`config.mk`:
```
export PLATFORM = sky130hd
export DESIGN_NAME = mole_scheduler
export DESIGN_NICKNAME = d
export VERILOG_FILES = /design/src/rtl/mole_scheduler_pkg.sv /design/src/rtl/mole_scheduler_lfsr16.sv /design/src/rtl/mole_scheduler.sv
export SDC_FILE = /design/constraint.sdc
export NUM_CORES = 1
export LEC_CHECK = 0
export CAP_MARGIN = 20
export CORE_MARGIN = 1.5
export CORE_UTILIZATION = 45
export CTS_BUF_LIST = sky130_fd_sc_hd__clkbuf_8
export DETAILED_ROUTE_END_ITERATION = 10
export PLACE_DENSITY = 0.73
export SLEW_MARGIN = 20
export SYNTH_ARGS = -nofsm -noshare
export SYNTH_HDL_FRONTEND = slang
export SYNTH_HIERARCHICAL = 1
export SYNTH_SLANG_ARGS = --single-unit
```
`constraint.sdc`:
```
create_clock -name clk -period 2.8 [get_ports clk]
set_input_delay 0.56 -clock clk [delete_from_list [all_inputs] [get_ports clk]]
set_output_delay 0.56 -clock clk [all_outputs]
set_load 0.01 [all_outputs]
```
`src/rtl/mole_scheduler_pkg.sv`:
```
// -----------------------------------------------------------------------------
// mole_scheduler_pkg
// Shared definitions for the whack-a-mole game sequencer:
//   - FSM state encoding
//   - hole count and score width
//   - small helpers for the saturating score and the one-hot mole pattern
// -----------------------------------------------------------------------------
package mole_scheduler_pkg;

    localparam int NUM_HOLES = 4;
    localparam int SCORE_W   = 8;
    localparam int UP_W      = 6;

    typedef enum logic [2:0] {
        ST_IDLE  = 3'd0,
        ST_GAP   = 3'd1,
        ST_SPAWN = 3'd2,
        ST_UP    = 3'd3,
        ST_OVER  = 3'd4
    } state_t;

    // Score sticks at its maximum instead of wrapping back to zero.
    function automatic logic [SCORE_W-1:0] score_sat_inc(input logic [SCORE_W-1:0] s);
        return (s == '1) ? s : s + 1'b1;
    endfunction

    function automatic logic [NUM_HOLES-1:0] hole_onehot(input logic [1:0] h);
        return NUM_HOLES'(1) << h;
    endfunction

endpackage

```
`src/rtl/mole_scheduler_lfsr16.sv`:
```
// -----------------------------------------------------------------------------
// lfsr16
// Free-running 16-bit Galois LFSR, polynomial x^16+x^14+x^13+x^11+1.
// Advances on every clock; shared with the LED pattern logic.
// Ports:
//   clk  - system clock
//   rst  - synchronous active-high reset, loads SEED
//   q    - current LFSR state
// -----------------------------------------------------------------------------
module lfsr16 #(
    parameter logic [15:0] SEED = 16'hACE1
) (
    input  logic        clk,
    input  logic        rst,
    output logic [15:0] q
);

    logic [15:0] q_q;
    logic [15:0] q_d;

    // Right-shifting Galois form: the bit shifted out folds back onto taps 16,14,13,11.
    always_comb begin
        q_d = {1'b0, q_q[15:1]} ^ (q_q[0] ? 16'hB400 : 16'h0000);
    end

    always_ff @(posedge clk) begin
        if (rst) begin
            q_q <= SEED;
        end else begin
            q_q <= q_d;
        end
    end

    assign q = q_q;

endmodule

```
`src/rtl/mole_scheduler.sv`:
```
// -----------------------------------------------------------------------------
// mole_scheduler
// Whack-a-mole game sequencer. Restarts the countdown timer on a start press,
// then lights one mole at a time in a pseudo-random hole, scores whacks and
// shortens the mole up-time as the remaining seconds fall.
// Ports:
//   clk, rst      - clock, synchronous active-high reset
//   start         - one-cycle start pulse (debounced button)
//   whack[3:0]    - one-cycle whack pulses, one per hole
//   seconds[4:0]  - remaining seconds from the countdown timer
//   game_over     - countdown timer expired
//   restart_game  - one-cycle pulse that restarts the countdown timer
//   moles[3:0]    - one-hot lit hole, or 0
//   score[7:0]    - saturating hit count for this game
//   hit, miss     - one-cycle result pulses
//   playing       - high while a game is in progress
// All outputs come straight from flops.
// -----------------------------------------------------------------------------
module mole_scheduler
    import mole_scheduler_pkg::*;
#(
    parameter int unsigned TICK_CYCLES  = 10000,
    parameter int unsigned GAP_TICKS    = 3,
    parameter int unsigned UP_MIN_TICKS = 4,
    parameter logic [15:0] LFSR_SEED    = 16'hACE1
) (
    input  logic                 clk,
    input  logic                 rst,
    input  logic                 start,
    input  logic [NUM_HOLES-1:0] whack,
    input  logic [4:0]           seconds,
    input  logic                 game_over,
    output logic                 restart_game,
    output logic [NUM_HOLES-1:0] moles,
    output logic [SCORE_W-1:0]   score,
    output logic                 hit,
    output logic                 miss,
    output logic                 playing
);

    localparam int CNT_W = (TICK_CYCLES > 1) ? $clog2(TICK_CYCLES) : 1;
    localparam logic [CNT_W-1:0] TICK_LAST = CNT_W'(TICK_CYCLES - 1);
    localparam logic [UP_W-1:0]  GAP_LAST  = UP_W'(GAP_TICKS - 1);

    state_t                 state_q, state_d;
    logic [CNT_W-1:0]       tick_cnt_q, tick_cnt_d;
    logic [UP_W-1:0]        tick_num_q, tick_num_d;
    logic [UP_W-1:0]        up_ticks_q, up_ticks_d;
    logic [1:0]             hole_q, hole_d;
    logic                   prev_valid_q, prev_valid_d;
    logic                   first_gap_q, first_gap_d;
    logic [SCORE_W-1:0]     score_q, score_d;
    logic                   hit_q, hit_d;
    logic                   miss_q, miss_d;
    logic                   restart_q, restart_d;
    logic [NUM_HOLES-1:0]   moles_q, moles_d;
    logic                   playing_q, playing_d;

    logic [15:0]            lfsr;
    logic                   tick;
    logic [1:0]             spawn_hole;
    logic                   unused_bits;

    lfsr16 #(.SEED(LFSR_SEED)) u_lfsr (
        .clk (clk),
        .rst (rst),
        .q   (lfsr)
    );

    assign unused_bits = ^{lfsr[15:2], seconds[1:0]};

    always_comb begin
        tick       = (tick_cnt_q == TICK_LAST);
        tick_cnt_d = tick ? '0 : tick_cnt_q + 1'b1;
        tick_num_d = tick ? tick_num_q + 1'b1 : tick_num_q;

        // The previous hole lives in hole_q; bump on a repeat so moles never land twice in a row.
        spawn_hole = lfsr[1:0];
        if (prev_valid_q && (spawn_hole == hole_q)) begin
            spawn_hole = spawn_hole + 2'd1;
        end

        state_d      = state_q;
        up_ticks_d   = up_ticks_q;
        hole_d       = hole_q;
        prev_valid_d = prev_valid_q;
        first_gap_d  = 1'b0;
        score_d      = score_q;
        hit_d        = 1'b0;
        miss_d       = 1'b0;
        restart_d    = 1'b0;
        moles_d      = '0;

        unique case (state_q)
            ST_IDLE, ST_OVER: begin
                if (start && game_over) begin
                    restart_d    = 1'b1;
                    score_d      = '0;
                    prev_valid_d = 1'b0;
                    first_gap_d  = 1'b1;
                    tick_cnt_d   = '0;
                    tick_num_d   = '0;
                    state_d      = ST_GAP;
                end
            end
            ST_GAP: begin
                // The timer still reports game_over for one cycle while it clears.
                if (game_over && !first_gap_q) begin
                    state_d = ST_OVER;
                end else if (tick && (tick_num_q == GAP_LAST)) begin
                    state_d = ST_SPAWN;
                end
            end
            ST_SPAWN: begin
                if (game_over) begin
                    state_d = ST_OVER;
                end else begin
                    hole_d       = spawn_hole;
                    prev_valid_d = 1'b1;
                    up_ticks_d   = UP_W'(UP_MIN_TICKS) + {3'b000, seconds[4:2]};
                    moles_d      = hole_onehot(spawn_hole);
                    tick_cnt_d   = '0;
                    tick_num_d   = '0;
                    state_d      = ST_UP;
                end
            end
            ST_UP: begin
                if (game_over) begin
                    state_d = ST_OVER;
                end else if (whack[hole_q]) begin
                    // A correct whack wins over any simultaneous wrong-hole bits.
                    score_d    = score_sat_inc(score_q);
                    hit_d      = 1'b1;
                    tick_cnt_d = '0;
                    tick_num_d = '0;
                    state_d    = ST_GAP;
                end else begin
                    miss_d = |whack;
                    if (tick && (tick_num_q == up_ticks_q - 1'b1)) begin
                        miss_d     = 1'b1;
                        tick_cnt_d = '0;
                        tick_num_d = '0;
                        state_d    = ST_GAP;
                    end else begin
                        moles_d = hole_onehot(hole_q);
                    end
                end
            end
            default: begin
                state_d = ST_IDLE;
            end
        endcase

        playing_d = (state_d == ST_GAP) || (state_d == ST_SPAWN) || (state_d == ST_UP);
    end

    always_ff @(posedge clk) begin
        if (rst) begin
            state_q      <= ST_IDLE;
            tick_cnt_q   <= '0;
            tick_num_q   <= '0;
            up_ticks_q   <= '0;
            hole_q       <= '0;
            prev_valid_q <= 1'b0;
            first_gap_q  <= 1'b0;
            score_q      <= '0;
            hit_q        <= 1'b0;
            miss_q       <= 1'b0;
            restart_q    <= 1'b0;
            moles_q      <= '0;
            playing_q    <= 1'b0;
        end else begin
            state_q      <= state_d;
            tick_cnt_q   <= tick_cnt_d;
            tick_num_q   <= tick_num_d;
            up_ticks_q   <= up_ticks_d;
            hole_q       <= hole_d;
            prev_valid_q <= prev_valid_d;
            first_gap_q  <= first_gap_d;
            score_q      <= score_d;
            hit_q        <= hit_d;
            miss_q       <= miss_d;
            restart_q    <= restart_d;
            moles_q      <= moles_d;
            playing_q    <= playing_d;
        end
    end

    assign restart_game = restart_q;
    assign moles        = moles_q;
    assign score        = score_q;
    assign hit          = hit_q;
    assign miss         = miss_q;
    assign playing      = playing_q;

endmodule

```
Word-level counts from Yosys, hierarchy flattened
Index checks and enable logic that the tools add are counted.
{ "word_totals": {"ff_bits": 64, "latch_bits": 0, "mem_bits_rw": 0, "mem_bits_ro": 0, "in_bits": 13, "word_cells": 104, "memories": 0} }
{ "op_classes": {"add_sub_neg": 6, "mul": 0, "n_div": 0, "n_lt_le_gt_ge": 1, "n_eq_ne": 17, "shift": 2, "muxes": 42, "bitwise": 4, "n_reduce_logical": 19} }
{ "ops": {"columns": ["op", "count"], "rows": [
  ["$mux 14", 6],
  ["$pmux 14 s3", 1],
  ["$mux 6", 6],
  ["$mux 8", 4],
  ["$mux 3", 7],
  ["$pmux 6 s3", 1],
  ["$mux 16", 1],
  ["$mux 4", 4],
  ["$pmux 8 s2", 1],
  ["$xor 15x16->16", 1],
  ["$add 14x1->14 const B", 1],
  ["$eq 14x14->1 const B", 1],
  ["$eq 3x2->1 const B", 4],
  ["$pmux 3 s4", 1],
  ["$ne 2x2->1 const B", 5],
  ["$add 8x1->8 const B", 1],
  ["$eq 8x8->1 const B", 1],
  ["$pmux 4 s2", 1],
  ["$reduce_or 4->1", 2],
  ["$shl 1x2->4 const A", 2],
  ["$add 6x1->6 const B", 1],
  ["$eq 3x1->1 const B", 2],
  ["$eq 6x2->1 const B", 1],
  ["$eq 6x6->1", 1],
  ["21 further kinds", 35]
]} }

Longest topological paths before layout
{ "logic_depth": {"depth_word": 10, "ltp_mapped": 7, "mapped_depth_nobuf": 7} }

Modules after synthesis
The synthesis kept the hierarchy.
{ "by_module_without_submodules": {"columns": ["module", "instances", "cells_each", "area_per_inst_um2", "seq_area_each_um2"], "rows": [
  ["mole_scheduler", 1, 250, 2235.9, 920.9],
  ["lfsr16", 1, 49, 560.5, 320.3]
]} }

Least setup slack after synthesis
Ideal clock, no wire load.
{ "synth_timing": {"path_type": "input -> register", "startpoint": "in game_over", "endpoint": "reg hole_q[1]", "setup_ps": 91, "arrival_time_ps": 1990, "required_ps": 2709, "slack_ps": 719, "path_stages": 5, "path_cell_list": "clkbuf_1 or3b_2 nor2_1 a21oi_1 a311oi_1"} }
{ "synth_between": {"elab_chain_len": 2} }
{ "synth_rtl": {"columns": ["element", "line_no", "source"], "rows": [
  ["from (decl)", "mole_scheduler.sv:32", "input logic game_over,"],
  ["$not 1->1 (no line)", null, null],
  ["$reduce_and 2->1 (no line)", null, null],
  ["to (signal assigned)", "mole_scheduler.sv:177", "hole_q <= hole_d;"],
  ["to (decl)", "mole_scheduler.sv:49", "logic [1:0] hole_q, hole_d;"]
]} }
No other way between the ends.
A chain may end at the register's enable or synchronous reset.

Worst setup path in the final report
{ "layout_timing": {"startpoint": "reg tick_cnt_q[6]", "endpoint": "reg tick_num_q[5]"} }
{ "layout_between": {"elab_chain_len": 6, "word_cells_on_any_way": 9, "cone_classes": "1 x eq/ne; 7 x mux; 1 x reduce/logical"} }
{ "layout_rtl": {"columns": ["element", "line_no", "source"], "rows": [
  ["from (decl)", "mole_scheduler.sv:46", "logic [CNT_W-1:0] tick_cnt_q, tick_cnt_d;"],
  ["from (signal assigned)", "mole_scheduler.sv:174", "tick_cnt_q <= tick_cnt_d;"],
  ["$eq 14x14->1 (*)", "mole_scheduler.sv:73", "tick = (tick_cnt_q == TICK_LAST);"],
  ["$mux 6 / $logic_and 1x1->1 (equally long branches)", "mole_scheduler.sv:75, mole_scheduler.sv:139", null],
  ["$mux 6", "mole_scheduler.sv:139", "if (tick && (tick_num_q == up_ticks_q - 1'b1)) begin"],
  ["$mux 6", "mole_scheduler.sv:130", "end else if (whack[hole_q]) begin"],
  ["$mux 6", "mole_scheduler.sv:128", "if (game_over) begin"],
  ["$pmux 6 s3 (*)", "mole_scheduler.sv:94", "unique case (state_q)"],
  ["to (signal assigned)", "mole_scheduler.sv:175", "tick_num_q <= tick_num_d;"],
  ["to (decl)", "mole_scheduler.sv:47", "logic [UP_W-1:0] tick_num_q, tick_num_d;"]
]} }
Every way passes the cells marked *; elsewhere a longest branch is shown, timed or not.

==> impl_summary.txt <==
----------------------------------------------------
[Timing]
  Setup slack after layout ... 0.5780 ns
  Shortest clock period the worst path allows after layout ... 2.222 ns
  Timing-limited maximum frequency ... 450.1 MHz
  Post-route setup TNS ... 0 ns
  Worst-case clock skew ... around 0.009 ns
  Count of final max-slew check failures ... 0
  Final period util ... between 70 and 80%
  Slew at the pin closest to its max-slew limit ... approximately 0.55 ns
  Post-Route Hold Slack ... about 0.41 ns
  Total of endpoints with negative setup slack in the final report ... 0
  Relative max-transition margin ... 63.42%
  Endpoints failing hold ... 0
  RSZ-0062 raised after global routing ... false

[Logic synthesis]
  Syn Inst Count ... about 290
  Synthesized netlist net count ... 306
  Syn. warnings ... 6
  Average instance area after synthesis ... ~9.4 sq um
  Mapped Area ... 0.002714 sq mm

[Placement]
  Count of input and output buffers ... 26
  Placed cell area ... 0.003037 sq mm
  Worst slack, placed ... 0.2706 ns
  Total half-perimeter wirelength after legalization and detailed placement ... 3.552 mm
  Dpl cells ... 382
  RD Place Congestion ... 0.8370

[Worst setup path]
  Critical Path Sink Type ... register
  Startpoint type of the worst setup path ... register
  Arrival time at the worst endpoint ... 2.50 ns
  Worst R2R Path Depth ... 5
  Critical Path RT ... a little over 3 ns
  CP Max Fanout ... 9
  CP Class ... register to register

[Clocking]
  TritonCTS Sinks ... 62
  Resize count post-CTS ... 0
  Clock buffer count from CTS ... 9
  Hold_buf cts ... 0
  CTS clock-pin slew for the worst setup and hold paths ... 0.07 ns
  Max Buffers Root-to-Sink ... 2
  H-tree Lvls ... 3
  TritonCTS clock tree ... done
  Clk_lat worst skew ... 0.35 ns
  Root cell of the clock tree ... clkbuf_8
  Post-CTS Setup Bufs ... 0

[Detailed routing]
  Total wire length after detailed routing ... 4.996 mm
  Number of iterations in the first detailed-routing pass ... 4
  Antenna-violating nets left ... 0
  Number of DRC violations after detailed routing ... 0
  Avg Vias per Cell ... about 5.1
  Initial DRC count ... 38
  Average routed wire per standard cell ... approximately 13 um
  Routed vias ... 2039

[Global route]
  Initial antenna violation count ... 0
  Via count of the first global-routing pass ... 1856
  First-pass GRT wire length ... 8.445 mm
  Total congestion overflow after global routing ... 0
  Total routing resource utilization after global routing ... about 17%
  Largest net degree at the start of global routing ... 21

[Hold path]
  Hold path depth ... 1
  Worst min-delay path category ... register to register

[Die]
  Effective utilization at floorplan ... 46.11%
  Die X ... 80.66 um
  Area inside the core boundary ... 0.005886 sq mm
  Placement row count ... 28
  Die H ... roughly 81 um
  Ports ... 29
  Die ar. ... 0.006506 sq mm

[Run status]
  Outcome ... finished clean

[Layout]
  Cell Count, Final, Fillers Out ... roughly 400
  Commonest cells after routing, fill and taps aside ... 62 x dfxtp_1, 45 x nor2_1, 26 x clkdlybuf4s50_1
  Area Overhead vs Synth ... 18.81%
  Number of antenna repair diodes ... 0
  Share of post-route cells with drive strength above 1 ... 11.49%
  Number of nets at the end of the flow ... 336
  Most common library cell in the layout ignoring fill and taps ... dfxtp_1
  Final core occ ... 54.78%
  Non-Filler Cell Area, Final ... 0.003224 sq mm

[Power and ir drop]
  Post-layout total power ... about 1.8 mW
  Maximum resistive drop on vdd ... 0.0002638 V
  Static Leakage ... 1.189 nW
  Ratio of total power to cell area ... between 500 and 600 mW/mm^2

[Run]
  Max-cap violations ... 0

----------------------------------------------------
cell type report:
| class | instances | area [sq um] |
|---|---|---|
| fillers | 528 | 2661 |
| multi-input cells | 206 | 1374 |
| flip-flops and latches | 62 | 1241 |
| repair buffers | 31 | 297.8 |
| clock buffers | 10 | 137.6 |
| well taps | 75 | 93.84 |
| clock inverters | 5 | 50.05 |
| inverters | 8 | 30.03 |
critical path: stages, from the launching register on:
cell and delay, ns:
dfxtp_1 0.35, or4b_4 0.57, nor4_4 0.50, nand4_2 0.20, or3_1 0.39, a21oi_2 0.13
worst paths after layout:
kind            startpoint       endpoint  slack, ns
max          tick_cnt_q[6]  tick_num_q[5]       0.58
min            u_lfsr/q[8]    u_lfsr/q[7]       0.41
max reg2reg  tick_cnt_q[6]  tick_num_q[5]       0.58
min reg2reg    u_lfsr/q[8]    u_lfsr/q[7]       0.41
sequential cells by signal, indices dropped and copies added (netlist names):
register and flops:
up_ticks_q 4, restart_game 1, tick_cnt_q 14, state_q 3, hole_q 2, tick_num_q 6, prev_valid_q 1, u_lfsr/q 16
hit 1, playing 1, score 8, moles 4, miss 1
report_power, final:
group          switching [mW]  leakage [nW]  internal, mW  total [mW]
combinational          0.0414         0.582        0.0437      0.0852
clock                   0.334         0.102         0.423       0.758
sequential             0.0124         0.505         0.904       0.916
metal layers:
metal  track usage (%)  wire length, um  vias to the layer above
li1                  -                -                     1052
met1             21.37             2357                      938
met2             26.47             2292                       38
met3             4.773              204                       11
met4             9.310              142                        0
met5                 0                0                        -
(Power assumes the default switching activity.)
